===== src/rtl/delay_add_restore.sv =====
// delay_add_restore
//   Recursive inverse of the delay-subtract shaping filter:
//     Y[n] = sat(X[n] + (Y[n-d] >>> 1))
//   The feedback tap reads the filter's own output history. The loop gain is
//   1/2, so the loop is always stable. Saturated values are stored in the
//   history, so the feedback never carries a wrapped value.
//
// Ports
//   clk     system clock, rising edge
//   clr     asynchronous active-low reset
//   sclk    sample strobe; one sample per clk edge with sclk=1
//   X       signed delay-subtracted input sample
//   delay   feedback delay d in samples (0 disables feedback)
//   Y       registered restored sample
//   Yvalid  one-clk pulse after each processed strobe
//   sat     registered; set when the sample on Y was clipped
module delay_add_restore #(
  parameter int Nbits      = 14,
  parameter int ADDR_WIDTH = 8
) (
  input  logic                    clk,
  input  logic                    clr,
  input  logic                    sclk,
  input  logic signed [Nbits-1:0] X,
  input  logic [ADDR_WIDTH-1:0]   delay,
  output logic signed [Nbits-1:0] Y,
  output logic                    Yvalid,
  output logic                    sat
);

  localparam int DEPTH = 1 << ADDR_WIDTH;

  // fill counter saturates at exactly DEPTH
  localparam logic [ADDR_WIDTH:0] FC_FULL = {1'b1, {ADDR_WIDTH{1'b0}}};

  // saturation bounds, expressed in the Nbits+1 sum width
  localparam logic signed [Nbits:0] MAXV = {2'b00, {(Nbits-1){1'b1}}};
  localparam logic signed [Nbits:0] MINV = {2'b11, {(Nbits-1){1'b0}}};

  logic signed [Nbits-1:0] hist [DEPTH];
  logic [ADDR_WIDTH-1:0]   wp;
  logic [ADDR_WIDTH:0]     fc;

  logic [ADDR_WIDTH-1:0]   raddr;
  logic signed [Nbits-1:0] fb;
  logic signed [Nbits:0]   sum;
  logic signed [Nbits-1:0] ynext;
  logic                    satnext;

  // modulo subtraction: the read address wraps together with wp
  assign raddr = wp - delay;

  // Gate feedback when the tap is disabled or points at a slot that has
  // not been written since reset (stale contents stay unobservable).
  always_comb begin
    fb = '0;
    if (delay != '0 && fc >= {1'b0, delay})
      fb = hist[raddr];
  end

  // fb >>> 1 done by sign-extending two bits and dropping the LSB (floors)
  assign sum = {X[Nbits-1], X} + {{2{fb[Nbits-1]}}, fb[Nbits-1:1]};

  always_comb begin
    ynext   = sum[Nbits-1:0];
    satnext = 1'b0;
    if (sum > MAXV) begin
      ynext   = MAXV[Nbits-1:0];
      satnext = 1'b1;
    end else if (sum < MINV) begin
      ynext   = MINV[Nbits-1:0];
      satnext = 1'b1;
    end
  end

  always_ff @(posedge clk or negedge clr) begin
    if (!clr) begin
      Y      <= '0;
      sat    <= 1'b0;
      Yvalid <= 1'b0;
      wp     <= '0;
      fc     <= '0;
    end else begin
      Yvalid <= sclk;
      if (sclk) begin
        Y   <= ynext;
        sat <= satnext;
        wp  <= wp + 1'b1;
        if (fc != FC_FULL)
          fc <= fc + 1'b1;
      end
    end
  end

  // History RAM has no reset; a strobe while clr is low is ignored.
  always_ff @(posedge clk) begin
    if (clr && sclk)
      hist[wp] <= ynext;
  end

endmodule


===== config.mk =====
export PLATFORM = sky130hd
export DESIGN_NAME = delay_add_restore
export DESIGN_NICKNAME = d
export VERILOG_FILES = /design/src/rtl/delay_add_restore.sv
export SDC_FILE = /design/constraint.sdc
export NUM_CORES = 2
export LEC_CHECK = 0
export BUFFER_PORTS_ARGS = -buffer_cell sky130_fd_sc_hd__buf_2
export CORE_MARGIN = 1
export CORE_UTILIZATION = 59
export CTS_BUF_LIST = sky130_fd_sc_hd__clkbuf_2 sky130_fd_sc_hd__clkbuf_4 sky130_fd_sc_hd__clkbuf_8
export DETAILED_ROUTE_END_ITERATION = 7
export GPL_TIMING_DRIVEN = 0
export PLACE_DENSITY = 0.82
export SYNTH_ARGS = -nofsm -noshare
export SYNTH_HDL_FRONTEND = slang
export SYNTH_SLANG_ARGS = --single-unit

===== constraint.sdc =====
create_clock -name clk -period 17.39 [get_ports clk]
set_clock_uncertainty 0.2 [all_clocks]
set_input_delay 3.478 -clock clk [delete_from_list [all_inputs] [get_ports clk]]
set_output_delay 3.478 -clock clk [all_outputs]
set_load 0.05 [all_outputs]

After elaboration in Yosys (flattened, before gate mapping):

Memories as Yosys holds them, arrays and structs flattened.
Index checks and enable logic that the tools add are counted.

* flip-flop bits (word level): 33
* bits in writable memories: 3584
* input port bits: 25
* memories: 1

Memory list
* hist: words 256, bits a word 14, rd ports 1, clocked after memory_dff 0, write ports 1, line 40 `logic signed [Nbits-1:0] hist [DEPTH];`

* add/subtract/negate cells: 4
* magnitude comparators: 3
* equality and inequality tests: 1
* mux-type cells: 7
* reduce and logical (&&, ||, !) cells: 4

Operators by type and width (count)
* 14-bit 2-to-1 mux: 3
* 14-bit by 13-bit adder with 15-bit output: 1
* 15-bit by 14-bit > comparator with 1-bit output (second input constant): 1
* 15-bit by 14-bit less-than comparator with 1-bit output (second input constant): 1
* 9-bit by 1-bit adder with 9-bit output (second input constant): 1
* 9-bit by 8-bit >= comparator with 1-bit output: 1
* 9-bit != test (second input constant): 1
* 8-bit by 1-bit adder with 8-bit output (second input constant): 1
* 8-bit nonzero test: 1
* 8-bit subtractor: 1
* 1-bit 2-to-1 mux: 4
* 1-bit logical AND: 2
* 2-bit AND reduction: 1

Depth between registers and ports, before layout:

* depth in word-level cells: 7
* depth in mapped cells: 27

Least setup slack after synthesis:

Ideal clock, no wire load.

* kind: input-to-reg
* start point: in delay[0]
* end point: mem hist[0][5], data pin
* arrival time: 17859 ps
* required time: 14996 ps
* path slack: -2863 ps
* stages: 19
* path buffers: 3
* cells stage by stage: ha_1 fa_1 buf_2 buf_2 clkbuf_1 mux4_2 mux4_2 mux2i_1 o22ai_1 nor3_1 nand3_1 ha_1 and3_1 a221oi_1 o221a_2 o31a_1 xnor2_1 nor2_1 o21ai_0

* longest elaborated chain between the ends: 7

Ends and longest elaborated chain
* from (decl): line 25 `input logic [ADDR_WIDTH-1:0] delay,`
* 8-bit subtractor (tied with other cells): line 51 `assign raddr = wp - delay;`
* memory read 256 x 14 bit / 1-bit logical AND (equally long branches)
* 14-bit 2-to-1 mux *: line 57 `if (delay != '0 && fc >= {1'b0, delay})`
* 14-bit by 13-bit adder with 15-bit output *: line 62 `assign sum = {X[Nbits-1], X} + {{2{fb[Nbits-1]}}, fb[Nbits-1:1]};`
* 15-bit by 14-bit less-than comparator with 1-bit output: line 70 `end else if (sum < MINV) begin`
* 14-bit 2-to-1 mux: line 70
* 14-bit 2-to-1 mux *: line 67 `if (sum > MAXV) begin`
* via ynext[5]: line 47 `logic signed [Nbits-1:0] ynext;`
* to (decl): line 40

The timed path passes the listed nets; every way through them passes the cells marked *.

Final worst setup path:

* start point: in delay[0]
* end point: mem hist[120][12], data pin

Same word-level chain as after synthesis.

==> summary.md <==
| Metric | Value |
|---|---|
| H-Tree Depth | `6` |
| Largest area contributor in the netlist | `edfxtp_1` |
| Leading cell type in the layout, fill and taps excluded | `edfxtp_1` |
| Root Buffer | `clkbuf_8` |
| Setup bufs post-CTS | `0` |
| Arr. time, crit path | `13.97 ns` |
| Via density | `6.921` |
| Startpoint types | `input pin` |
| CTS tree | `yes` |
| Vias in the first global route | `69120` |
| Post-synth top area share | `76.28%` |
| Global-route wire length before repair | `519500 um` |
| Crit path max fanout | `47` |
| Post-Route WL | `376000 um` |
| Sink Count | `3361` |
| Starting Density | `59.51%` |
| Clk Latency, worst-skew pair | `1.10 ns` |
| HPWL after DPL | `251200 um` |
| 1st-iter DRT viols | `12110` |
| CP required | `18.04 ns` |
| Die width | `473.2 um` |
| FF+latch count, synth | `3361` |
| Max-Cap Viols | `2` |
| # IOs | `41` |
| Sequential Area | `100800 um2` |
| Share of cells above drive strength 1 | `32.90%` |
| Hold_buf cts | `0` |
| RSZ-0062 raised after global routing | `no` |
| Most common flop cell mapped by yosys | `edfxtp_1` |
| Fmax | `75.08 MHz` |
| Synth async-reset ratio | `0.9819%` |
| HP Class | `flip-flop to flip-flop` |
| Min cycle time layout | `13.32 ns` |
| Largest net degree at the start of global routing | `90` |
| Inserted Clock Buffers | `537` |
| Cell variety after synth | `69` |
| Sum Neg Setup Slack | `0 ns` |
| Final core utilization | `67.11%` |
| Final Setup Violations | `0` |
| Syn nets | `6048` |
| Worst Tran Pin Value | `1.621 ns` |
| Routed Antenna Nets | `0` |
| Area Overhead vs Synth | `12.78%` |
| Initial antenna violation count | `14` |
| Fillers | `13030` |
| Mapped Cells | `5985` |
| Core box area | `220200 um2` |
| Outcome | `finished with violations` |
| Endpoints failing hold | `0` |
| Layout net count | `6751` |
| Worst-path clk slew | `0.06 ns` |
| All-Layer GR Usage | `33.91%` |
| Via count | `69510` |
| Synth warn | `0` |
| Rel. slew slack | `-9.190%` |
| Worst Reg-to-Reg Cells | `26` |
| # DRC | `0` |
| Rows | `172` |
| Most frequent cells in the layout | `edfxtp_1 (3328), mux4_2 (911), clkbuf_8 (555)` |
| Post-detailed-route wirelength per cell | `37.43 um` |
| Area of the multi-input gates | `29010 um2` |
| Fin. max-slew vios | `13` |
| Pre-antenna DRT Iters | `8` |
| RD Place Congestion | `1.001` |
| Crit Path Category | `input pin to flip-flop` |
| Max clock buf depth | `4` |
| Setup crit end kind | `flip-flop` |
| Syn Std Cell Area | `131000 um2` |
| Sequential-to-total area share from yosys stat | `76.91%` |
| Synth top area cells | `edfxtp_1 (76%), mux4_2 (16%), mux2i_1 (1.2%), nand2_1 (1.2%), nor2_1 (0.84%)` |
| Die area | `223900 um2` |
| Failing checks | `capacitance limit, slew limit` |
| Die height | `473.2 um` |
| Hold path depth | `1` |
| Total grt overflow | `0` |
| Synth Area per Inst | `21.89 um2` |
| Final period util | `76.59%` |
| Number of synthesized flops with an enable pin | `3328` |
| Cts repair resizes | `0` |
| Port Buf Inserts | `40` |
## state kept, by name, summed over array words and instances, names as in the netlist
register	flops
sat	1
Y	14
fc	9
wp	8
hist	3328
Yvalid	1
## critical path, cell delays in order
cell        delay [ns]
buf_2             0.18
ha_4              0.19
fa_2              0.43
xnor2_1           0.64
buf_2             0.65
buf_1             1.23
clkbuf_1          0.85
nor2_1            0.27
nor2_1            0.42
o22ai_1           0.14
nor3_1            0.42
nor3_1            0.25
nand4_1           0.21
ha_2              0.28
inv_2             0.06
fa_2              0.40
nor2b_1           0.16
o31a_1            0.25
o2111a_1          0.32
o31ai_2           0.12
a31oi_4           0.40
clkinvlp_4        0.87
o21ai_4           0.87
buf_12            0.27
buf_12            0.25
buf_12            0.25
## metrics by stage
step | std cells | hold WS, ns | setup slack [ns] | area (um2)
after detailed placement | 9088 | 0.2908 | 3.710 | 137400
after global routing | 10040 | 0.3165 | 4.254 | 147700
after floorplan | 5985 | 0.2763 | -0.1226 | 131200
final | 10040 | 0.2994 | 4.071 | 147700
after CTS | 10010 | 0.3037 | 4.800 | 147300
after global placement | 8983 | 0.2856 | -12.61 | 135100
## metal layers
layer	vias to the layer above	routed length (um)	track usage [%]
met5	-	50	0
met4	8	28480	22.29
met3	1190	50820	9.917
met2	6073	171300	50.46
met1	35680	125400	43.99
li1	26560	-	-
## Yosys cell counts, types with 3 or more instances
library cell and count:
nand2b_1 5, buf_4 62, a221oi_1 22, a21oi_1 19, ha_1 36, buf_1 21, buf_6 14, mux4_2 911
xor2_1 15, a2111oi_0 21, clkbuf_1 134, nor4_1 5, o22ai_1 83, mux2i_1 162, and3_1 29, mux2_2 9
o2111ai_1 5, inv_1 20, a31oi_1 9, a21o_1 4, o21a_1 3, clkbuf_2 3, xnor2_1 15, buf_2 105
edfxtp_1 3328, nand3_1 48, and2_1 3, o21ai_0 17, nor2b_1 13, a211oi_1 7, nor2_1 294, o211ai_1 3
a22oi_1 11, nand2_1 404, a311oi_1 4, nor3_1 29, dfrtp_1 33, a211o_1 14, nand4_1 25
## worst paths after layout
kind,from,slack (ns),endpoint
min,Y[1],0.30,Y[1]
max,delay[0],4.07,hist[120][12]
max reg2reg,wp[0],6.03,hist[120][12]
min in group asynchronous,clr,2.35,fc[7]
min reg2reg,Y[1],0.30,Y[1]
max in group asynchronous,clr,13.91,Y[11]
## final cells by class
cell class	count	share of cell area [%]
Sequential cell	3361	68.20
Multi-Input combinational cell	2265	19.64
Clock buffer	726	6.026
Tap cell	2958	2.505
Timing Repair Buffer	164	1.537
Buffer	339	1.316
Clock inverter	194	0.6995
Inverter	20	0.05335
Antenna cell	17	0.02879
## cells by family after synthesis
logic type	count (synthesis)	synth area share (%)
simple gates	869	2.762
xor+xnor	32	0.2340
flops	3361	76.91
mux	1083	17.00
fa+ha+maj	40	0.3897
compound gates	241	1.313
buf+inv	359	1.390
Power is not shown: default switching activity piles up to over one toggle a cycle in this logic, so the estimate is an artifact.
